[src/rtl/controle_multiciclo_pkg.sv]
// Shared encodings for the multicycle MIPS control unit: states, opcodes, functs,
// ULA operations, datapath mux selectors and the per-state output decode.
package controle_pkg;

    typedef enum logic [3:0] {
        BUSCA,
        DECODIFICA,
        MEM_END,
        MEM_LEIT,
        MEM_WB,
        MEM_ESCR,
        EXEC_R,
        R_WB,
        ADDI_EXEC,
        ADDI_WB,
        DESVIO,
        SALTO,
        ILEGAL
    } estado_t;

    localparam logic [5:0] OP_RTYPE = 6'b000000;
    localparam logic [5:0] OP_LW    = 6'b100011;
    localparam logic [5:0] OP_SW    = 6'b101011;
    localparam logic [5:0] OP_BEQ   = 6'b000100;
    localparam logic [5:0] OP_ADDI  = 6'b001000;
    localparam logic [5:0] OP_J     = 6'b000010;

    localparam logic [5:0] F_ADD  = 6'b100000;
    localparam logic [5:0] F_ADDU = 6'b100001;
    localparam logic [5:0] F_SUB  = 6'b100010;
    localparam logic [5:0] F_SUBU = 6'b100011;
    localparam logic [5:0] F_AND  = 6'b100100;
    localparam logic [5:0] F_OR   = 6'b100101;
    localparam logic [5:0] F_NOR  = 6'b100111;
    localparam logic [5:0] F_SLT  = 6'b101010;

    localparam logic [2:0] ULA_AND    = 3'b000;
    localparam logic [2:0] ULA_OR     = 3'b001;
    localparam logic [2:0] ULA_ADDSUB = 3'b010;
    localparam logic [2:0] ULA_SLT    = 3'b011;
    localparam logic [2:0] ULA_NOR    = 3'b100;

    localparam logic       SRCA_PC      = 1'b0;
    localparam logic       SRCA_REG     = 1'b1;
    localparam logic [1:0] SRCB_B       = 2'b00;
    localparam logic [1:0] SRCB_4       = 2'b01;
    localparam logic [1:0] SRCB_IMM     = 2'b10;
    localparam logic [1:0] SRCB_IMM_SH2 = 2'b11;
    localparam logic [1:0] PCSRC_ULA    = 2'b00;
    localparam logic [1:0] PCSRC_ULAOUT = 2'b01;
    localparam logic [1:0] PCSRC_JUMP   = 2'b10;
    localparam logic       IORD_PC      = 1'b0;
    localparam logic       IORD_ULAOUT  = 1'b1;
    localparam logic       REGDST_RT    = 1'b0;
    localparam logic       REGDST_RD    = 1'b1;
    localparam logic       M2R_ULAOUT   = 1'b0;
    localparam logic       M2R_MDR      = 1'b1;
    localparam logic       ULA_ADD      = 1'b0;
    localparam logic       ULA_SUB      = 1'b1;

    typedef struct packed {
        logic       pc_write;
        logic       pc_write_cond;
        logic       i_or_d;
        logic       mem_write;
        logic       ir_write;
        logic       reg_dst;
        logic       mem_to_reg;
        logic       reg_write;
        logic       ula_src_a;
        logic [1:0] ula_src_b;
        logic [1:0] pc_src;
        logic [2:0] ula_controle;
        logic       add_sub;
        logic       excecao;
        logic       instr_fim;
    } sinais_t;

    // Moore decode of one state; ula_r/add_sub_r only matter in EXEC_R, ovf only in the WB states.
    function automatic sinais_t saidas_do_estado(estado_t e, logic [2:0] ula_r,
                                                 logic add_sub_r, logic ovf);
        sinais_t s;
        s              = '0;
        s.ula_controle = ULA_ADDSUB;
        s.add_sub      = ULA_ADD;
        case (e)
            BUSCA: begin
                s.ula_src_a = SRCA_PC;
                s.ula_src_b = SRCB_4;
                s.pc_src    = PCSRC_ULA;
                s.pc_write  = 1'b1;
                s.ir_write  = 1'b1;
            end
            DECODIFICA: begin
                s.ula_src_a = SRCA_PC;
                s.ula_src_b = SRCB_IMM_SH2;
            end
            MEM_END, ADDI_EXEC: begin
                s.ula_src_a = SRCA_REG;
                s.ula_src_b = SRCB_IMM;
            end
            MEM_LEIT: s.i_or_d = IORD_ULAOUT;
            MEM_WB: begin
                s.reg_dst    = REGDST_RT;
                s.mem_to_reg = M2R_MDR;
                s.reg_write  = 1'b1;
                s.instr_fim  = 1'b1;
            end
            MEM_ESCR: begin
                s.i_or_d    = IORD_ULAOUT;
                s.mem_write = 1'b1;
                s.instr_fim = 1'b1;
            end
            EXEC_R: begin
                s.ula_src_a    = SRCA_REG;
                s.ula_src_b    = SRCB_B;
                s.ula_controle = ula_r;
                s.add_sub      = add_sub_r;
            end
            R_WB, ADDI_WB: begin
                s.reg_dst    = (e == R_WB) ? REGDST_RD : REGDST_RT;
                s.mem_to_reg = M2R_ULAOUT;
                s.instr_fim  = 1'b1;
                s.reg_write  = ~ovf;
                s.excecao    = ovf;
            end
            DESVIO: begin
                s.ula_src_a     = SRCA_REG;
                s.ula_src_b     = SRCB_B;
                s.add_sub       = ULA_SUB;
                s.pc_write_cond = 1'b1;
                s.pc_src        = PCSRC_ULAOUT;
                s.instr_fim     = 1'b1;
            end
            SALTO: begin
                s.pc_write  = 1'b1;
                s.pc_src    = PCSRC_JUMP;
                s.instr_fim = 1'b1;
            end
            ILEGAL: begin
                s.excecao   = 1'b1;
                s.instr_fim = 1'b1;
            end
            default: ;
        endcase
        return s;
    endfunction

endpackage

[src/rtl/controle_multiciclo_if.sv]
// Control bus between the multicycle control unit and its datapath/ula32.
interface controle_multiciclo_if;
    logic [5:0] opcode;
    logic [5:0] funct;
    logic       zero;
    logic       overflow;
    logic       pc_write;
    logic       pc_write_cond;
    logic       i_or_d;
    logic       mem_write;
    logic       ir_write;
    logic       reg_dst;
    logic       mem_to_reg;
    logic       reg_write;
    logic       ula_src_a;
    logic [1:0] ula_src_b;
    logic [1:0] pc_src;
    logic [2:0] ULAcontrole;
    logic       addSub;
    logic       excecao;
    logic       instr_fim;

    modport master (
        input  opcode, funct, zero, overflow,
        output pc_write, pc_write_cond, i_or_d, mem_write, ir_write, reg_dst,
               mem_to_reg, reg_write, ula_src_a, ula_src_b, pc_src,
               ULAcontrole, addSub, excecao, instr_fim
    );

    modport slave (
        output opcode, funct, zero, overflow,
        input  pc_write, pc_write_cond, i_or_d, mem_write, ir_write, reg_dst,
               mem_to_reg, reg_write, ula_src_a, ula_src_b, pc_src,
               ULAcontrole, addSub, excecao, instr_fim
    );
endinterface

[src/rtl/controle_multiciclo_decod_funct.sv]
// R-type funct decoder: ULA operation, add/sub select, legality and whether
// the operation traps on signed overflow.
module decod_funct
    import controle_pkg::*;
(
    input  logic [5:0] funct_i,
    output logic [2:0] ula_op_o,
    output logic       add_sub_o,
    output logic       legal_o,
    output logic       signed_op_o
);

    always_comb begin
        ula_op_o    = ULA_ADDSUB;
        add_sub_o   = ULA_ADD;
        legal_o     = 1'b1;
        signed_op_o = 1'b0;
        case (funct_i)
            F_ADD:  signed_op_o = 1'b1;
            F_ADDU: ;
            F_SUB: begin
                add_sub_o   = ULA_SUB;
                signed_op_o = 1'b1;
            end
            F_SUBU: add_sub_o = ULA_SUB;
            F_AND:  ula_op_o  = ULA_AND;
            F_OR:   ula_op_o  = ULA_OR;
            F_NOR:  ula_op_o  = ULA_NOR;
            F_SLT:  ula_op_o  = ULA_SLT;
            default: legal_o  = 1'b0;
        endcase
    end

endmodule

[src/rtl/controle_multiciclo.sv]
// Multicycle MIPS control FSM with registered Moore outputs; enables are
// additionally gated by the asynchronous reset so they drop without a clock.
module controle_multiciclo
    import controle_pkg::*;
(
    input  logic                  clk,
    input  logic                  rst,
    controle_multiciclo_if.master bus
);

    estado_t estado_q, estado_d;
    logic    ovf_q, ovf_d;
    logic    eh_lw_q, eh_lw_d;
    sinais_t saida_q, saida_d;

    logic [2:0] ula_op;
    logic       add_sub;
    logic       funct_legal;
    logic       funct_signed;
    logic       unused_zero;

    // Branch resolution on zero happens in the datapath, not here.
    assign unused_zero = bus.zero;

    decod_funct u_decod_funct (
        .funct_i     (bus.funct),
        .ula_op_o    (ula_op),
        .add_sub_o   (add_sub),
        .legal_o     (funct_legal),
        .signed_op_o (funct_signed)
    );

    always_comb begin
        estado_d = estado_q;
        ovf_d    = ovf_q;
        eh_lw_d  = eh_lw_q;
        case (estado_q)
            BUSCA: begin
                estado_d = DECODIFICA;
                ovf_d    = 1'b0;
            end
            DECODIFICA: begin
                eh_lw_d = (bus.opcode == OP_LW);
                case (bus.opcode)
                    OP_LW, OP_SW: estado_d = MEM_END;
                    OP_RTYPE:     estado_d = funct_legal ? EXEC_R : ILEGAL;
                    OP_BEQ:       estado_d = DESVIO;
                    OP_ADDI:      estado_d = ADDI_EXEC;
                    OP_J:         estado_d = SALTO;
                    default:      estado_d = ILEGAL;
                endcase
            end
            MEM_END:  estado_d = eh_lw_q ? MEM_LEIT : MEM_ESCR;
            MEM_LEIT: estado_d = MEM_WB;
            EXEC_R: begin
                estado_d = R_WB;
                ovf_d    = bus.overflow & funct_signed;
            end
            ADDI_EXEC: begin
                estado_d = ADDI_WB;
                ovf_d    = bus.overflow;
            end
            MEM_WB, MEM_ESCR, R_WB, ADDI_WB, DESVIO, SALTO, ILEGAL:
                estado_d = BUSCA;
            default: estado_d = BUSCA;
        endcase
    end

    // Outputs are decoded from the next state so they are valid for the whole state.
    assign saida_d = saidas_do_estado(estado_d, ula_op, add_sub, ovf_d);

    always_ff @(posedge clk or negedge rst) begin
        if (!rst) begin
            estado_q <= BUSCA;
            ovf_q    <= 1'b0;
            eh_lw_q  <= 1'b0;
            saida_q  <= saidas_do_estado(BUSCA, ULA_ADDSUB, ULA_ADD, 1'b0);
        end else begin
            estado_q <= estado_d;
            ovf_q    <= ovf_d;
            eh_lw_q  <= eh_lw_d;
            saida_q  <= saida_d;
        end
    end

    assign bus.pc_write      = saida_q.pc_write      & rst;
    assign bus.pc_write_cond = saida_q.pc_write_cond & rst;
    assign bus.mem_write     = saida_q.mem_write     & rst;
    assign bus.ir_write      = saida_q.ir_write      & rst;
    assign bus.reg_write     = saida_q.reg_write     & rst;
    assign bus.excecao       = saida_q.excecao       & rst;
    assign bus.instr_fim     = saida_q.instr_fim     & rst;
    assign bus.i_or_d        = saida_q.i_or_d;
    assign bus.reg_dst       = saida_q.reg_dst;
    assign bus.mem_to_reg    = saida_q.mem_to_reg;
    assign bus.ula_src_a     = saida_q.ula_src_a;
    assign bus.ula_src_b     = saida_q.ula_src_b;
    assign bus.pc_src        = saida_q.pc_src;
    assign bus.ULAcontrole   = saida_q.ula_controle;
    assign bus.addSub        = saida_q.add_sub;

endmodule

[src/flat_wrapper.sv]
// flat-port wrapper written by rule: the top's interface ports become plain ports
module controle_multiciclo_flat import controle_pkg::*;
  (clk, rst, bus_opcode, bus_funct, bus_zero, bus_overflow, bus_pc_write, bus_pc_write_cond, bus_i_or_d, bus_mem_write, bus_ir_write, bus_reg_dst, bus_mem_to_reg, bus_reg_write, bus_ula_src_a, bus_ula_src_b, bus_pc_src, bus_ULAcontrole, bus_addSub, bus_excecao, bus_instr_fim);
  controle_multiciclo_if bus_i ();
  input  logic clk;
  input  logic rst;
  input wire logic [$bits(bus_i.opcode)-1:0] bus_opcode;
  input wire logic [$bits(bus_i.funct)-1:0] bus_funct;
  input wire logic [$bits(bus_i.zero)-1:0] bus_zero;
  input wire logic [$bits(bus_i.overflow)-1:0] bus_overflow;
  output wire logic [$bits(bus_i.pc_write)-1:0] bus_pc_write;
  output wire logic [$bits(bus_i.pc_write_cond)-1:0] bus_pc_write_cond;
  output wire logic [$bits(bus_i.i_or_d)-1:0] bus_i_or_d;
  output wire logic [$bits(bus_i.mem_write)-1:0] bus_mem_write;
  output wire logic [$bits(bus_i.ir_write)-1:0] bus_ir_write;
  output wire logic [$bits(bus_i.reg_dst)-1:0] bus_reg_dst;
  output wire logic [$bits(bus_i.mem_to_reg)-1:0] bus_mem_to_reg;
  output wire logic [$bits(bus_i.reg_write)-1:0] bus_reg_write;
  output wire logic [$bits(bus_i.ula_src_a)-1:0] bus_ula_src_a;
  output wire logic [$bits(bus_i.ula_src_b)-1:0] bus_ula_src_b;
  output wire logic [$bits(bus_i.pc_src)-1:0] bus_pc_src;
  output wire logic [$bits(bus_i.ULAcontrole)-1:0] bus_ULAcontrole;
  output wire logic [$bits(bus_i.addSub)-1:0] bus_addSub;
  output wire logic [$bits(bus_i.excecao)-1:0] bus_excecao;
  output wire logic [$bits(bus_i.instr_fim)-1:0] bus_instr_fim;
  assign bus_i.opcode = bus_opcode;
  assign bus_i.funct = bus_funct;
  assign bus_i.zero = bus_zero;
  assign bus_i.overflow = bus_overflow;
  assign bus_pc_write = bus_i.pc_write;
  assign bus_pc_write_cond = bus_i.pc_write_cond;
  assign bus_i_or_d = bus_i.i_or_d;
  assign bus_mem_write = bus_i.mem_write;
  assign bus_ir_write = bus_i.ir_write;
  assign bus_reg_dst = bus_i.reg_dst;
  assign bus_mem_to_reg = bus_i.mem_to_reg;
  assign bus_reg_write = bus_i.reg_write;
  assign bus_ula_src_a = bus_i.ula_src_a;
  assign bus_ula_src_b = bus_i.ula_src_b;
  assign bus_pc_src = bus_i.pc_src;
  assign bus_ULAcontrole = bus_i.ULAcontrole;
  assign bus_addSub = bus_i.addSub;
  assign bus_excecao = bus_i.excecao;
  assign bus_instr_fim = bus_i.instr_fim;
  controle_multiciclo u_core (.clk(clk), .rst(rst), .bus(bus_i));
endmodule
[config.mk]
export PLATFORM = sky130hd
export DESIGN_NAME = controle_multiciclo_flat
export DESIGN_NICKNAME = d
export VERILOG_FILES = /design/src/rtl/controle_multiciclo_pkg.sv /design/src/rtl/controle_multiciclo_if.sv /design/src/rtl/controle_multiciclo_decod_funct.sv /design/src/rtl/controle_multiciclo.sv /design/src/flat_wrapper.sv
export SDC_FILE = /design/constraint.sdc
export NUM_CORES = 1
export LEC_CHECK = 0
export CAP_MARGIN = 20
export CORE_MARGIN = 2
export CORE_UTILIZATION = 26
export DETAILED_ROUTE_END_ITERATION = 8
export GPL_ROUTABILITY_DRIVEN = 1
export PLACE_DENSITY_LB_ADDON = 0.08
export SETUP_SLACK_MARGIN = 0.05
export SLEW_MARGIN = 15
export SYNTH_ARGS = -nofsm -noshare
export SYNTH_HDL_FRONTEND = slang
export SYNTH_HIERARCHICAL = 1
export SYNTH_SLANG_ARGS = --single-unit
[constraint.sdc]
create_clock -name clk -period 2.5 [get_ports clk]
set_input_delay 0.5 -clock clk [delete_from_list [all_inputs] [get_ports clk]]
set_output_delay 0.5 -clock clk [all_outputs]
set_load 0.02 [all_outputs]
==> results of run 1 <==
cells by family after synthesis:
kind of cell,after synthesis,share of synthesized area
AND/OR/NAND/NOR,61,0.297
AO/OA/AOI/OAI,27,0.160
flip-flops,25,0.468
buffers and inverters,17,0.0678
XOR/XNOR,1,0.00651
cells in the mapped netlist, types with 2 or more instances:
| library cell | n |
|---|---|
| o31ai_1 | 4 |
| and3_1 | 4 |
| o21ai_0 | 2 |
| inv_1 | 5 |
| dfrtp_1 | 21 |
| nand4bb_1 | 2 |
| nand2_1 | 4 |
| clkbuf_1 | 4 |
| nor4b_1 | 3 |
| a211oi_1 | 2 |
| buf_4 | 7 |
| nand2b_1 | 3 |
| a21oi_1 | 6 |
| or2_2 | 2 |
| and2_1 | 9 |
| dfstp_2 | 4 |
| or3b_2 | 2 |
| a21boi_0 | 2 |
| nor2_1 | 7 |
| nor3_1 | 8 |
| nor4_1 | 4 |
routing by layer:
metal  GRT usage  part of all wire
met1       0.139              0.44
met2       0.197              0.49
met3      0.0179             0.037
met4      0.0673             0.026
met5           0                 0
what timing repair did:
item	4_1_cts	5_1_grt
buffers inserted	0	2
setup endpoints to repair	1	6
resized for setup	1	10
pin swaps	0	5
worst max-delay path: stages:
cell	delay, ps
clkdlybuf4s50_1	500
buf_12	160
and2_1	130
clkdlybuf4s50_1	590
stage by stage:
step / cell area, sq um / hold slack [ps] / util / setup slack (ps)
2_1_floorplan: 1350 / 204 / - / 272
3_3_place_gp: 1930 / 470 / 0.383 / -220
3_5_place_dp: 1930 / 465 / 0.383 / -248
4_1_cts: 1980 / 477 / 0.393 / 47.1
5_1_grt: 2030 / 487 / 0.402 / 50.1
6_report: 2030 / 468 / 0.402 / 115
layout make-up:
class / count / share of cell area
clock buffer: 3 / 0.0204
clock inverter: 1 / 0.00247
inverter: 5 / 0.00926
multi-input combinational: 89 / 0.316
sequential: 25 / 0.311
tap: 70 / 0.0432
timing repair buffer: 65 / 0.297
power by group through the flow:
stage / Sequential (W) / Clock (W) / Combinational (W)
2_1_floorplan: 0.000554 / 0 / 0.000490
6_report: 0.000555 / 0.000242 / 0.000915
3_5_place_dp: 0.000566 / 0 / 0.000855
4_1_cts: 0.000557 / 0.000256 / 0.000866
5_1_grt: 0.000567 / 0.000277 / 0.00101
3_3_place_gp: 0.000562 / 0 / 0.000843
worst min path at each step:
stage                                      to  slack [ps]  cells after the start
detailed placement         u_core/saida_q[15]         470                      1
finish                     u_core/saida_q[15]         470                      1
CTS                        u_core/saida_q[15]         480                      1
floorplan           u_core/bus.ULAcontrole[0]         200                      0
global placement           u_core/saida_q[15]         470                      1
global route               u_core/saida_q[15]         490                      1
==> qor.txt, run 1 <==
Power Internal: 0.00110 W
final setup fails: 0
fin crit share: 0.954
Hold-fix buffers, CTS: 0
VDD IR max: 0.285 mV
syn_area_per_cell: 10.3 sq um
status: finished, final reports clean
Overall Global Routing Usage: 0.116
Post-synth EDFFs: 0
max FFs per register: 7
HPWL Detailed: 2440 microns
critical-path maximum fanout: 20
Post-Synthesis Cells: 131
setup slack, reg-to-reg: 210 ps
Synth top area share: 0.390
Non-Filler Instances: 258
Antenna Nets Post-Route: 0
combinational power share: 0.535
Starting Density: 0.267
H-tree depth: 1
CP Capture Type: primary output
fillers: 500
clock tree buffer depth: 2
total negative setup slack: 0 ps
share of cells above drive strength 1: 0.309
Antenna diodes: 0
PwrDens: 845 nW/um^2
ys async rst share: 1.00
largest cells by area after synthesis: dfrtp_1, dfstp_2, and2_1
DRC: 0
GPL Wtd Cong: 0.744
NetSw: 0.000608 W
Worst Setup Start Kind: input port
Slew HR: 0.630
Synth Flop Type: dfrtp_1
clock share of power: 0.141
RR Endpoint: u_core/bus.ula_src_b[1]
largest net degree at the start of global routing: 21
Via-to-Cell Ratio: 4.48
CTS buffer count: 3
syn_nets: 147
num rows: 26
R2R depth: 6
cell accounting for the most synthesized area: dfrtp_1
most flop-heavy register: u_core/saida_q
RR Startpoint: u_core/estado_q[2]
hold path start: u_core/eh_lw_q
critical path launch point: rst
initial antenna violation count: 0
post-synthesis register bit count: 25
Die ar.: 5770 sq um
Die X: 76.0 microns
Final Max Tran Viols: 0
via total after detailed routing: 1155
Post-Syn Area: 1350 sq um
# clock sinks: 25
Crit path required time: 2000 ps
CTS tree: built
final net count: 205
sequential fraction of the synthesis area: 0.468
Worst Skew: 4.85 ps
Netlist cell types: 47
Data arrival, critical path: 1880 ps
routed wire length: 3060 microns
Sw Share: 0.355
area grow syn2layout: 50.5%
commonest non-fill, non-tap cell in the layout: buf_4
first-pass GRT wire length: 5340 microns
worst setup path class: input port to primary output
Tmin final: 2380 ps
sequential share of power: 0.324
grt ovf: 0
area of the multi-input gates: 641 sq um
unrepaired setup endpoints after global routing: no
Reg area: 631 sq um
total power: 0.00171 W
Hold Crit Class: register to register
yosys warns: 6
Clk Latency, worst-skew pair: 270 ps
Routed WL per cell: 11.9 microns
P_leak: 0.920 nW
fmax: 0.419 GHz
placed cell count: 252
worst slew pin tran: 541 ps
most frequent cells in the layout: buf_4, clkdlybuf4s50_1, dfrtp_1, and2_1
initial DRC count: 55
Final Hold Viols: 0
DRT Pass-1 Iters: 4
Core ar.: 5040 sq um
die height: 76.0 microns
number of global-route vias before repair: 1160
Clock transition at path regs: 90 ps
CP endpoint: bus_ir_write
clock root cell: clkbuf_8
io pins: 35
max-cap viol count: 0
Buffers on Ports: 33
Note: power is estimated with default switching activity, not from simulation.
==> run 2: changes to the inputs <==
--- a/config.mk
+++ b/config.mk
@@ -12,7 +12,7 @@
 export GPL_ROUTABILITY_DRIVEN = 1
 export PLACE_DENSITY_LB_ADDON = 0.08
 export SETUP_SLACK_MARGIN = 0.05
-export SLEW_MARGIN = 15
+export SLEW_MARGIN = 20
 export SYNTH_ARGS = -nofsm -noshare
 export SYNTH_HDL_FRONTEND = slang
 export SYNTH_HIERARCHICAL = 1
==> constraint.sdc (replaced) <==
create_clock -name clk -period 2.1 [get_ports clk]
set_input_delay 0.42 -clock clk [delete_from_list [all_inputs] [get_ports clk]]
set_output_delay 0.42 -clock clk [all_outputs]
set_load 0.02 [all_outputs]
==> run 2 against run 1 <==
  * Global-route usage increased by 0.64 points
  * Routed wire length increased by 7.8%
  * Non-clock buffer count increased by 13
  * Cell count increased by 5.0%
  * Setup slack got worse by 74 ps
  * Clock skew decreased by 3.3 ps
  * Core utilization increased by 3.3 points
  * Largest power group unchanged
==> qor.txt, run 2 (synthesized netlist as in run 1, its figures left out) <==
area grow syn2layout: 62.9% (was 50.5%)
unrepaired setup endpoints after global routing: yes (was no)
number of global-route vias before repair: 1232 (was 1160)
Overall Global Routing Usage: 0.122 (was 0.116)
num rows: 26 (unchanged)
fmax: 0.486 GHz
most flop-heavy register: u_core/saida_q (unchanged)
via total after detailed routing: 1232 (was 1155)
H-tree depth: 1 (unchanged)
Slew HR: 0.668 (was 0.630)
clock root cell: clkbuf_8 (unchanged)
PwrDens: 1030 nW/um^2 (was 845 nW/um^2)
initial DRC count: 36 (was 55)
Die X: 76.0 microns (unchanged)
share of cells above drive strength 1: 0.433 (was 0.309)
Worst Skew: 1.57 ps (was 4.85 ps)
Power Internal: 0.00144 W (was 0.00110 W)
fin crit share: 0.981
Antenna Nets Post-Route: 0 (unchanged)
final net count: 218 (was 205)
commonest non-fill, non-tap cell in the layout: buf_4 (unchanged)
status: finished, final reports clean (unchanged)
largest net degree at the start of global routing: 15 (was 21)
Sw Share: 0.363 (was 0.355)
io pins: 35 (unchanged)
Hold WS: 456 ps (was 468 ps)
initial antenna violation count: 0 (unchanged)
placed cell count: 257 (was 252)
Clk Latency, worst-skew pair: 270 ps (about the same)
first-pass GRT wire length: 5800 microns (was 5340 microns)
critical-path maximum fanout: 4 (was 20)
# clock sinks: 25 (unchanged)
Data arrival, critical path: 2240 ps (was 1880 ps)
final setup fails: 0 (unchanged)
P_leak: 1.01 nW (was 0.920 nW)
Core ar.: 5040 sq um (unchanged)
VDD IR max: 0.353 mV (was 0.285 mV)
max FFs per register: 7 (unchanged)
Non-Filler Instances: 271 (was 258)
clock share of power: 0.123 (was 0.141)
sequential share of power: 0.287 (was 0.324)
CTS tree: built (unchanged)
Top Usage Layer GRT: met2 (unchanged)
worst slew pin tran: 486 ps (was 541 ps)
Via-to-Cell Ratio: 4.55 (was 4.48)
clock tree buffer depth: 2 (unchanged)
Buffers on Ports: 33 (unchanged)
most frequent cells in the layout: buf_4, dfrtp_1, clkdlybuf4s50_1, dlygate4sd2_1, and2_1 (was buf_4, clkdlybuf4s50_1, dfrtp_1, and2_1)
met1 usage: 0.148 (was 0.139)
Final Max Tran Viols: 0 (unchanged)
Worst Setup Start Kind: input port (unchanged)
Die ar.: 5770 sq um (unchanged)
met2 GRT Util: 0.213 (was 0.197)
Antenna diodes: 0 (unchanged)
NetSw: 0.000820 W (was 0.000608 W)
routed wire length: 3300 microns (was 3060 microns)
worst setup path class: input port to register (was input port to primary output)
Routed WL per cell: 12.2 microns (was 11.9 microns)
DRC: 0 (unchanged)
Crit path required time: 2280 ps (was 2000 ps)
Clock transition at path regs: 80 ps (was 90 ps)
Tmin final: 2060 ps
max-cap viol count: 0 (unchanged)
DRT Pass-1 Iters: 4 (unchanged)
Final Hold Viols: 0 (unchanged)
met3 Usage GRT: 0.0238 (was 0.0179)
GPL Wtd Cong: 0.719 (was 0.744)
CP Capture Type: register (was primary output)
die height: 76.0 microns (unchanged)
grt ovf: 0 (unchanged)
CTS buffer count: 3 (unchanged)
Starting Density: 0.267 (unchanged)
Hold Crit Class: input port to asynchronous set/reset pin (was register to register)
HPWL Detailed: 2500 microns (was 2440 microns)
combinational power share: 0.589 (was 0.535)
[run 2: cell types whose count changed in the layout (fill, tap and decap cells not counted), moves of 4 or more]
cell / delta
clkdlybuf4s50_1: -13
dlymetal6s2s_1: -4
buf_6: +4
buf_4: +11
dlygate4sd2_1: +10
[run 2: routing by layer]
| metal | part of all wire | up-vias |
|---|---|---|
| met3 | 0.040 | 5 |
| met1 | 0.45 | 585 |
| met5 | 0 | - |
| met4 | 0.017 | 0 |
| li1 | - | 615 |
| met2 | 0.49 | 27 |
[run 2: area by class of cell]
type	count	area [sq um]
well taps	70	87.6
fillers	488	2850
repair buffers	78	672
inverters	5	21.3
flip-flops and latches	25	631
clock buffers	3	41.3
multi-input cells	89	736
clock inverters	1	5.00
[run 2: repair_timing]
item | 4_1_cts | 5_1_grt
setup buffers | 6 | 5
setup endpoints to repair | 21 | 10
pin swaps | 8 | 11
hold buffers | 0 | 0
gates cloned | 0 | 0
resized for setup | 48 | 12
[run 2: power groups by stage]
stage          sequential (W)  clock [W]  combinational [W]
5_1_grt              0.000662   0.000318            0.00144
3_5_place_dp         0.000658          0            0.00103
4_1_cts              0.000649   0.000289            0.00126
3_3_place_gp         0.000657          0            0.00102
6_report             0.000649   0.000279            0.00133
2_1_floorplan        0.000659          0           0.000628
[run 2: stage by stage]
step	setup slack, ps	setup TNS (ps)	power (W)	area, sq um	utilization
2_1_floorplan	3.76	0	0.00129	1370	-
3_3_place_gp	-481	-6280	0.00168	1980	0.392
3_5_place_dp	-529	-6700	0.00169	1980	0.392
4_1_cts	21.6	0	0.00220	2130	0.423
5_1_grt	-8.04	-8.04	0.00242	2190	0.435
6_report	40.8	0	0.00226	2190	0.435
[run 2: path summary, 6_finish.rpt]
kind	startpoint	end	slack, ps	depth (start not counted)
max	bus_opcode[0]	u_core/bus.ula_src_b[1]	40	7
min	rst	u_core/saida_q[1]	460	2
max reg2reg	u_core/estado_q[3]	u_core/bus.addSub	110	7
min reg2reg	u_core/eh_lw_q	u_core/saida_q[15]	480	1
max in group asynchronous	rst	u_core/bus.ula_src_b[0]	1290	3
min in group clk	bus_opcode[3]	u_core/eh_lw_q	460	3
[run 2: critical path, stage by stage]
cell and delay (ps):
buf_6 90, or4_4 520, or4b_4 500, a31oi_4 260
buf_6 160, xnor2_4 60, o31ai_2 220
